$ cat src/rtl/video_sync_decoder.sv
// ---------------------------------------------------------------------------
// video_sync_decoder
//
// Receive-side sync decoder. It samples an external hsync/vsync pair on a
// pixel strobe and measures the line period (in pixels) and the frame period
// (in lines). It acquires lock in three steps: horizontal first, then
// vertical, then LOCKED. While locked it regenerates line/frame start pulses.
// Horizontal and vertical position counters run in every state.
//
// Ports
//   I_clock        system clock (only clock domain)
//   I_reset        synchronous reset, active-low
//   I_pixel_en     pixel strobe; the sync inputs are sampled only on these cycles
//   I_hsync        horizontal sync (active level set by P_sync_low)
//   I_vsync        vertical sync   (active level set by P_sync_low)
//   O_locked       high while the decoder is LOCKED
//   O_hcount       pixels since the last hsync assert edge (0 on the edge sample)
//   O_vcount       lines since the last applied vsync (0 on the first line)
//   O_h_total      last accepted line period in pixels
//   O_v_total      last accepted frame period in lines
//   O_line_start   1-cycle pulse on an hsync assert edge, only while locked
//   O_frame_start  1-cycle pulse on the hsync edge that starts line 0, only while locked
//   O_error        1-cycle pulse for each mismatched line/frame or timeout
//
// All outputs are registered. They change on the cycle after a strobed sample.
// ---------------------------------------------------------------------------
module video_sync_decoder #(
  parameter int P_width      = 16,
  parameter int P_lock_lines = 4,
  parameter int P_miss_limit = 2,
  parameter int P_timeout    = 4095,
  parameter int P_sync_low   = 1
) (
  input  logic               I_clock,
  input  logic               I_reset,
  input  logic               I_pixel_en,
  input  logic               I_hsync,
  input  logic               I_vsync,
  output logic               O_locked,
  output logic [P_width-1:0] O_hcount,
  output logic [P_width-1:0] O_vcount,
  output logic [P_width-1:0] O_h_total,
  output logic [P_width-1:0] O_v_total,
  output logic               O_line_start,
  output logic               O_frame_start,
  output logic               O_error
);

  localparam int MATCH_W = (P_lock_lines < 1) ? 1 : $clog2(P_lock_lines + 1);
  localparam int MISS_W  = (P_miss_limit < 1) ? 1 : $clog2(P_miss_limit + 1);

  localparam logic [P_width-1:0] CNT_MAX      = '1;
  // The timeout fires on the strobe that carries h_run from P_timeout-1 to
  // P_timeout. O_hcount therefore reads P_timeout in the same cycle as O_error.
  localparam logic [P_width-1:0] TIMEOUT_LAST = P_width'(P_timeout - 1);
  localparam logic [MATCH_W-1:0] LOCK_LINES   = MATCH_W'(P_lock_lines);
  localparam logic [MISS_W-1:0]  MISS_LIMIT   = MISS_W'(P_miss_limit);

  typedef enum logic [1:0] {
    ST_SEARCH,
    ST_HMEAS,
    ST_VMEAS,
    ST_LOCKED
  } state_t;

  // Vertical acquisition sub-steps inside VMEAS.
  typedef enum logic [1:0] {
    VS_WAIT,      // waiting for the first applied vsync
    VS_ARMED,     // next applied vsync yields the reference frame period
    VS_HAVE_REF   // next applied vsync is compared against the reference
  } vstage_t;

  state_t               state_reg;
  vstage_t              vstage_reg;
  logic                 h_prev_reg;
  logic                 v_prev_reg;
  logic                 v_pend_reg;
  logic [P_width-1:0]   h_run_reg;
  logic [P_width-1:0]   v_run_reg;
  logic [P_width-1:0]   ref_reg;
  logic                 ref_valid_reg;
  logic [MATCH_W-1:0]   match_reg;
  logic [P_width-1:0]   vref_reg;
  logic [MISS_W-1:0]    miss_reg;

  logic                 h_act;
  logic                 v_act;
  logic                 h_assert;
  logic                 v_assert;
  logic                 apply_v;
  logic [P_width-1:0]   h_inc;
  logic [P_width-1:0]   v_inc;
  logic [MATCH_W-1:0]   match_inc;
  logic [MISS_W-1:0]    miss_inc;
  logic                 line_bad;
  logic                 frame_bad;
  logic                 timeout_hit;

  // Normalise both syncs to "1 = active" so the rest of the logic does not
  // depend on polarity.
  generate
    if (P_sync_low != 0) begin : g_active_low
      assign h_act = ~I_hsync;
      assign v_act = ~I_vsync;
    end else begin : g_active_high
      assign h_act = I_hsync;
      assign v_act = I_vsync;
    end
  endgenerate

  always_comb begin
    h_assert  = I_pixel_en & h_act & ~h_prev_reg;
    v_assert  = I_pixel_en & v_act & ~v_prev_reg;
    // A latched vsync is applied at the next hsync edge. A vsync edge that
    // arrives on the same sample as the hsync edge applies to that same line.
    apply_v   = h_assert & (v_pend_reg | v_assert);
    // Saturating increments. On an hsync edge, h_inc is also the period of
    // the line that just ended, and v_inc is the period of the frame that
    // just ended.
    h_inc     = (h_run_reg == CNT_MAX) ? h_run_reg : h_run_reg + 1'b1;
    v_inc     = (v_run_reg == CNT_MAX) ? v_run_reg : v_run_reg + 1'b1;
    match_inc = match_reg + 1'b1;
    miss_inc  = miss_reg + 1'b1;
    line_bad  = (h_inc != O_h_total);
    frame_bad = apply_v & (v_inc != O_v_total);
    timeout_hit = I_pixel_en & ~h_assert & (h_run_reg == TIMEOUT_LAST) &
                  (state_reg != ST_SEARCH);
  end

  assign O_hcount = h_run_reg;
  assign O_vcount = v_run_reg;

  always_ff @(posedge I_clock) begin
    if (!I_reset) begin
      state_reg     <= ST_SEARCH;
      vstage_reg    <= VS_WAIT;
      h_prev_reg    <= 1'b0;
      v_prev_reg    <= 1'b0;
      v_pend_reg    <= 1'b0;
      h_run_reg     <= '0;
      v_run_reg     <= '0;
      ref_reg       <= '0;
      ref_valid_reg <= 1'b0;
      match_reg     <= '0;
      vref_reg      <= '0;
      miss_reg      <= '0;
      O_locked      <= 1'b0;
      O_h_total     <= '0;
      O_v_total     <= '0;
      O_line_start  <= 1'b0;
      O_frame_start <= 1'b0;
      O_error       <= 1'b0;
    end else begin
      O_line_start  <= 1'b0;
      O_frame_start <= 1'b0;
      O_error       <= 1'b0;

      if (I_pixel_en) begin
        h_prev_reg <= h_act;
        v_prev_reg <= v_act;

        // Position counters run in every state.
        if (h_assert) begin
          h_run_reg <= '0;
          v_run_reg <= apply_v ? '0 : v_inc;
        end else begin
          h_run_reg <= h_inc;
        end

        if (apply_v) begin
          v_pend_reg <= 1'b0;
        end else if (v_assert) begin
          v_pend_reg <= 1'b1;
        end

        if (timeout_hit) begin
          state_reg <= ST_SEARCH;
          O_locked  <= 1'b0;
          O_error   <= 1'b1;
        end else if (h_assert) begin
          case (state_reg)
            ST_SEARCH: begin
              // The first line seen is partial, so do not use it as a reference.
              state_reg     <= ST_HMEAS;
              ref_valid_reg <= 1'b0;
              match_reg     <= '0;
            end

            ST_HMEAS: begin
              if (ref_valid_reg && (h_inc == ref_reg)) begin
                if (match_inc == LOCK_LINES) begin
                  state_reg  <= ST_VMEAS;
                  vstage_reg <= VS_WAIT;
                  O_h_total  <= ref_reg;
                  match_reg  <= '0;
                end else begin
                  match_reg <= match_inc;
                end
              end else begin
                ref_reg       <= h_inc;
                ref_valid_reg <= 1'b1;
                match_reg     <= '0;
              end
            end

            ST_VMEAS: begin
              if (line_bad) begin
                // The horizontal timing moved. Restart horizontal measurement
                // and use this line's period as the new reference.
                state_reg     <= ST_HMEAS;
                ref_reg       <= h_inc;
                ref_valid_reg <= 1'b1;
                match_reg     <= '0;
              end else if (apply_v) begin
                case (vstage_reg)
                  VS_WAIT: begin
                    vstage_reg <= VS_ARMED;
                  end
                  VS_ARMED: begin
                    vref_reg   <= v_inc;
                    vstage_reg <= VS_HAVE_REF;
                  end
                  VS_HAVE_REF: begin
                    if (v_inc == vref_reg) begin
                      state_reg     <= ST_LOCKED;
                      O_locked      <= 1'b1;
                      O_v_total     <= vref_reg;
                      miss_reg      <= '0;
                      O_line_start  <= 1'b1;
                      O_frame_start <= 1'b1;
                    end else begin
                      vref_reg <= v_inc;
                    end
                  end
                  default: begin
                    vstage_reg <= VS_WAIT;
                  end
                endcase
              end
            end

            ST_LOCKED: begin
              if (line_bad || frame_bad) begin
                O_error <= 1'b1;
                if (miss_inc == MISS_LIMIT) begin
                  // Dropping lock: no start pulses on this edge, so the pulses
                  // never appear while O_locked is low.
                  state_reg <= ST_SEARCH;
                  O_locked  <= 1'b0;
                  miss_reg  <= '0;
                end else begin
                  miss_reg      <= miss_inc;
                  O_line_start  <= 1'b1;
                  O_frame_start <= apply_v;
                end
              end else begin
                miss_reg      <= '0;
                O_line_start  <= 1'b1;
                O_frame_start <= apply_v;
              end
            end

            default: begin
              state_reg <= ST_SEARCH;
            end
          endcase
        end
      end
    end
  end

endmodule

$ cat config.mk
export PLATFORM = sky130hd
export DESIGN_NAME = video_sync_decoder
export DESIGN_NICKNAME = d
export VERILOG_FILES = /design/src/rtl/video_sync_decoder.sv
export SDC_FILE = /design/constraint.sdc
export NUM_CORES = 1
export LEC_CHECK = 0
export CORE_ASPECT_RATIO = 2
export CORE_MARGIN = 2
export CORE_UTILIZATION = 30
export DETAILED_ROUTE_END_ITERATION = 16
export GPL_ROUTABILITY_DRIVEN = 0
export PLACE_DENSITY_LB_ADDON = 0.1
export SYNTH_ARGS = -nofsm -noshare
export SYNTH_HDL_FRONTEND = slang
export SYNTH_SLANG_ARGS = --single-unit
$ cat constraint.sdc
create_clock -name I_clock -period 3.2 [get_ports I_clock]
set_input_delay 0.8 -clock I_clock [delete_from_list [all_inputs] [get_ports I_clock]]
set_output_delay 0.8 -clock I_clock [all_outputs]
set_load 0.02 [all_outputs]
==> qor.yml, run 1 <==
outcome: "finished with violations"
violations: "setup timing"
antenna_found_initial: 0
cts_max_path_buffers: 2
postCtsHoldBufs: 0
multi_input_area_um2: 5480
drive_gt1_share_pct: 37.8
syn_area_um2: 7470
fmax_mhz: 293
finalPower_mw: 3.52
cts_root_buf: "clkbuf_16"
cp-end-kind: "register"
min-delay-path-class: "register to register"
ios: 73
powerDensity_nw_per_um2: 297
avgViaCountPerCell: 5.37
clkTransAtPathRegs_ns: 0.06
cp.required_ns: 3.51
ys_warn_count: 0
clock_skew_ns: 0.00872
post_drt_wl_per_cell_um: 22.3
final_cells: 1537
cts-htree-levels: 4
hold_viol: 0
syn_to_final_growth_pct: 58.9
vdd_ir_drop_max_mv: 0.350
die_height_um: 227
cts_tree: "done"
start_util_pct: 30.6
drt_iter0_drc: 428
dp_cells: 1459
cts_buffers: 17
final_net_count: 1206
grt_pass1_vias: 8634
rsz0062_at_grt: "yes"
regArea_um2: 2340
min_period_ns: 3.41
power_leakage_nw: 4.86
grt_max_degree: 47
portBuffers: 72
relSlewSlack_pct: 51.1
synth_cells: 905
finalWirelength_um: 34300
critPathMaxFanout: 8
grt.total_usage_pct: 26.7
die_x_um: 116
maxCapViolations: 0
synth.distinct_cells: 80
slew_violations: 0
synth_area_per_cell_um2: 8.25
critical_path_class: "register to register"
remaining_drc_errors: 0
critPathArrivalTime_ns: 3.73
std_cell_rows: 81
drtAntennaViolNets: 0
clock_latency_ns: 0.45
yosysSeqAreaShare_pct: 30.3
vias: 8249
coreArea_um2: 24400
synthArstFlopShare_pct: 0
worst_slack_ns: -0.215
crit_path_start_kind: "register"
synth-main-ff-cell: "dfxtp_1"
synth-seq-cells: 113
n_fill_cell: 2396
synth_edf_count: 0
die_area_um2: 26300
setup_viol: 74
dp_hpwl_um: 25900
antenna_cells: 0
grt_pass1_wl_um: 50700
post-route-period-util_pct: 107
worst_pin_slew_ns: 0.727
overflow: 0
dr.pass1.iters: 5
clock_sinks: 113
syn_nets: 919
## cell families after synthesis
logic type / after synthesis / synth area share (%)
buffers and inverters: 97 / 6.36
xor gates and xnor gates: 72 / 9.55
and+or+nand+nor: 369 / 27.0
AOI/OAI and AO/OA: 181 / 16.6
muxes: 64 / 8.69
DFF: 113 / 30.3
adders and majority gates: 9 / 1.51
## cells in the final DEF, fill, tap and decap left out, types with 11 or more instances in the layout
cell type / count
clkdlybuf4s50_1: 72
xnor2_1: 32
mux2i_1: 52
nor2_1: 106
nand4_1: 16
dfxtp_2: 11
buf_6: 24
nand2_1: 66
o21ai_0: 40
nand2b_1: 12
buf_4: 225
clkbuf_16: 19
dfxtp_4: 17
xor2_1: 23
dfxtp_1: 85
inv_1: 29
a21oi_1: 41
and2_1: 12
nor3_1: 13
nand3_1: 25
## cell usage after synthesis (10+ instances only)
| library cell | number | area [um2] |
|---|---|---|
| dfxtp_1 | 113 | 2260 |
| nor2_1 | 112 | 420 |
| nand2_1 | 67 | 251 |
| mux2i_1 | 57 | 571 |
| a21oi_1 | 46 | 230 |
| o21ai_0 | 41 | 205 |
| xnor2_1 | 40 | 350 |
| nand3_1 | 31 | 155 |
| inv_1 | 30 | 113 |
| clkbuf_1 | 28 | 105 |
| xor2_1 | 26 | 228 |
| nor3_1 | 20 | 100 |
| buf_2 | 19 | 95.1 |
| nand4_1 | 16 | 100 |
| a211oi_1 | 14 | 105 |
| and2_1 | 14 | 87.6 |
| buf_4 | 13 | 97.6 |
| nand2b_1 | 12 | 75.1 |
| nor4_1 | 12 | 75.1 |
| and4_1 | 11 | 96.3 |
| or3_1 | 11 | 68.8 |
| and3_1 | 10 | 62.6 |
| or4_1 | 10 | 75.1 |
## final timing paths
path	startpoint	endpoint	slack, ns	cells after the start
hold reg to reg	miss_reg[1]	miss_reg[1]	0.46	1
setup reg to reg	O_vcount[12]	O_v_total[6]	-0.21	14
setup / recovery	O_vcount[12]	O_v_total[6]	-0.21	14
hold / removal	miss_reg[1]	miss_reg[1]	0.46	1
## metrics by stage
step                      hold slack (ns)  setup TNS (ns)  utilization (%)  instance area [um2]  setup slack, ns
after floorplan                     0.435          -0.985                -                 7670          -0.0978
after global placement              0.449          -31.21             41.4                10100           -0.545
after detailed placement            0.454          -30.27             41.4                10100           -0.533
after CTS                           0.461           -7.91             47.1                11500           -0.214
after global routing                0.482          -18.93             48.6                11900           -0.347
final                               0.461           -9.69             48.6                11900           -0.215
## metal layers
layer	wire length, um	track usage (%)	vias up
li1	-	-	3840
met1	10700	22.3	3988
met2	19400	52.1	273
met3	1030	4.21	148
met4	3180	23.2	0
met5	0	0	-
## report_power, final
part | internal, mW | switching [mW]
clock network | 1.15 | 0.727
logic | 0.0915 | 0.149
registers | 1.40 | 0.00700
## worst max-delay path, stage by stage, from the launching register on
cell,delay [ns]
dfxtp_4,0.38
buf_4,0.17
and4_1,0.32
a311oi_4,0.15
buf_4,0.16
buf_4,0.12
a32oi_2,0.24
o2111ai_2,0.14
or3_4,0.42
or3_4,0.39
nor3_4,0.24
buf_6,0.15
clkbuf_16,0.15
mux2i_1,0.18
nor2_1,0.05
## area by class of cell
type                    count  share of cell area [%]
multi-input cells         695                    46.2
repair buffers            335                    24.9
flip-flops and latches    113                    19.7
clock buffers              19                    3.73
well taps                 332                    3.50
clock inverters            13                    1.00
inverters                  30                   0.949
## what timing repair did
| action | CTS | global route |
|---|---|---|
| pin swaps | 34 | 17 |
| buffers inserted | 33 | 12 |
| cloned | 0 | 2 |
| gates resized for setup | 118 | 50 |
| setup endpoints to repair | 78 | 78 |
Note: power is estimated with default switching activity, not from simulation.
==> run 2: changes to the inputs <==
ABC_AREA = 1   (was not set)
==> run 2 against run 1 <==
Net effect: the flow now finishes without violations; count of clock-buffer cells in the layout rose by 9; utilization fell by 8.9 points; sequential cell count did not move; highest routed layer unchanged.
==> qor.yml, run 2 <==
outcome: "completed"
synth.distinct_cells: 41
synthArstFlopShare_pct: 0
portBuffers: 72
post_drt_wl_per_cell_um: 17.6
grtUsageMet2_pct: 44.9
cts_max_path_buffers: 2
cp_top_family: "simple AND/OR/NAND/NOR gates"
powerDensity_nw_per_um2: 390
path_cells: "ha_1 > nand2_1 > nor2_2 > nand2_2 > nor2_4 > inv_2 > buf_4 > nand2_2 > inv_1 > a21oi_1 > nand4_1 > nor2_1 > nand3_1 > nor2_4 > buf_4 > o21ai_0 > a21oi_2"
final_cell_mix: "nand2_1 (349), nor2_1 (134), inv_1 (131), dfxtp_1 (110), nand3_1 (109)"
crit_path_start_kind: "register"
critPathArrivalTime_ns: 3.31
min-delay-path-class: "register to register"
grt_pass1_vias: 7892
ys_warn_count: 0
yosysSeqAreaShare_pct: 30.9
cp.required_ns: 3.56
r2r_setup_slack_ns: 0.25
cts-htree-levels: 4
dr.pass1.iters: 6
dp_slack_ns: 0.0658
cp_slowest_cell: "dfxtp_1"
clkTransAtPathRegs_ns: 0.06
die_area_um2: 25700
dp_hpwl_um: 22900
synth_cells: 1164
antenna_found_initial: 0
syn_area_um2: 7320
syn_nets: 1178
vias: 7803
finalWirelength_um: 28200
post_dp_cell_area_um2: 8850
cts_root_buf: "clkbuf_16"
critical_path_class: "register to register"
yosysTopAreaCell: "dfxtp_1"
grt.busiest_layer: "met2"
setup_viol: 0
grt_max_degree: 71
final_cells: 1608
clock_skew_ns: 0.00953
cts_tree: "done"
power_leakage_nw: 4.33
dp_cells: 1574
vdd_ir_drop_max_mv: 0.288
drive_gt1_share_pct: 16.7
antenna_cells: 0
coreArea_um2: 23900
worst_slack_ns: 0.253
synth_area_per_cell_um2: 6.29
remaining_drc_errors: 0
design_area_um2: 9500
postCtsHoldBufs: 0
grt_use_met1_pct: 18.8
fmax_mhz: 339
critPathMaxFanout: 13
clock_latency_ns: 0.44
maxCapViolations: 0
post-route-period-util_pct: 92.1
std_cell_rows: 80
grt_pass1_wl_um: 43200
drt_iter0_drc: 249
cp-end-kind: "register"
cp_num_buf_inv: 4
synth-seq-cells: 113
start_util_pct: 30.6
worst_pin_slew_ns: 0.793
avgViaCountPerCell: 4.85
rsz0062_at_grt: "yes"
grt_use_met3_pct: 3.39
ios: 73
drtAntennaViolNets: 0
synthTopCellsByArea: "dfxtp_1 (31%), nand2_1 (18%), nand3_1 (7.5%)"
hold_viol: 0
yosys.cell_count.top_type: "nand2_1"
min_period_ns: 2.95
grt.total_usage_pct: 22.8
die_x_um: 114
synth-main-ff-cell: "dfxtp_1"
overflow: 0
synth_edf_count: 0
final_net_count: 1322
critical_path.max_stage_delay_ns: 0.34
synth_common_cells: "nand2_1 (352), nor2_1 (134), inv_1 (132)"
relSlewSlack_pct: 47.2
syn_to_final_growth_pct: 29.8
netlist.area_leader.share_pct: 30.9
clock_sinks: 113
final_common_cell: "nand2_1"
die_height_um: 225
cts_buffers: 17
slew_violations: 0
-- run 2: metal layers --
metal | share of wire [%] | wire length [um]
met1 | 31 | 8800
met2 | 57 | 16200
met3 | 2.4 | 683
met4 | 9.2 | 2600
met5 | 0 | 0
-- run 2: power by group --
group | leakage [nW] | internal (mW) | total, mW | switching, mW
Combinational | 3.13 | 0.104 | 0.307 | 0.202
Clock | 0.295 | 1.27 | 1.95 | 0.680
Sequential | 0.913 | 1.43 | 1.45 | 0.0193
Total | 4.33 | 2.80 | 3.70 | 0.902
-- run 2: kinds of logic (layout without fill, tap and decap cells) --
family | count (synthesis) | in the layout | share of synthesized area (%)
simple gates | 715 | 715 | 44.9
flops | 113 | 113 | 30.9
fa+ha+maj | 9 | 9 | 1.54
compound gates | 139 | 139 | 10.6
xor+xnor | 13 | 13 | 1.74
buf+inv | 175 | 332 | 10.3
-- run 2: metrics by stage --
stage	setup TNS (ns)	hold WS, ns	power, mW	util [%]
6_report	0	0.461	3.70	39.7
5_1_grt	-0.0676	0.493	3.84	39.7
4_1_cts	0	0.461	3.76	39.5
3_5_place_dp	0	0.452	1.78	37.0
3_3_place_gp	0	0.447	1.78	37.0
2_1_floorplan	0	0.434	1.67	-
-- run 2: area by class of cell --
| type | instances | area, um2 |
|---|---|---|
| multi-input cells | 876 | 4340 |
| clock inverters | 4 | 70.1 |
| clock buffers | 28 | 527 |
| repair buffers | 159 | 1410 |
| flip-flops and latches | 113 | 2270 |
| well taps | 287 | 359 |
| inverters | 141 | 534 |
| fillers | 2590 | 14400 |
-- run 2: worst paths after layout --
kind	start	end	cells after the start
setup / recovery	O_vcount[0]	O_v_total[6]	17
hold / removal	v_prev_reg	v_prev_reg	2
setup reg to reg	O_vcount[0]	O_v_total[6]	17
hold reg to reg	v_prev_reg	v_prev_reg	2
-- run 2: worst min-delay path, cell delays in order, from the launching register on --
cell	delay, ns
dfxtp_1	0.30
nand2_1	0.06
a21oi_1	0.05
-- run 2: timing repair --
| action | 4_1_cts | 5_1_grt |
|---|---|---|
| endpoints found under the setup margin | 0 | 48 |
| buffers inserted | 0 | 2 |
| resized for setup | 0 | 14 |
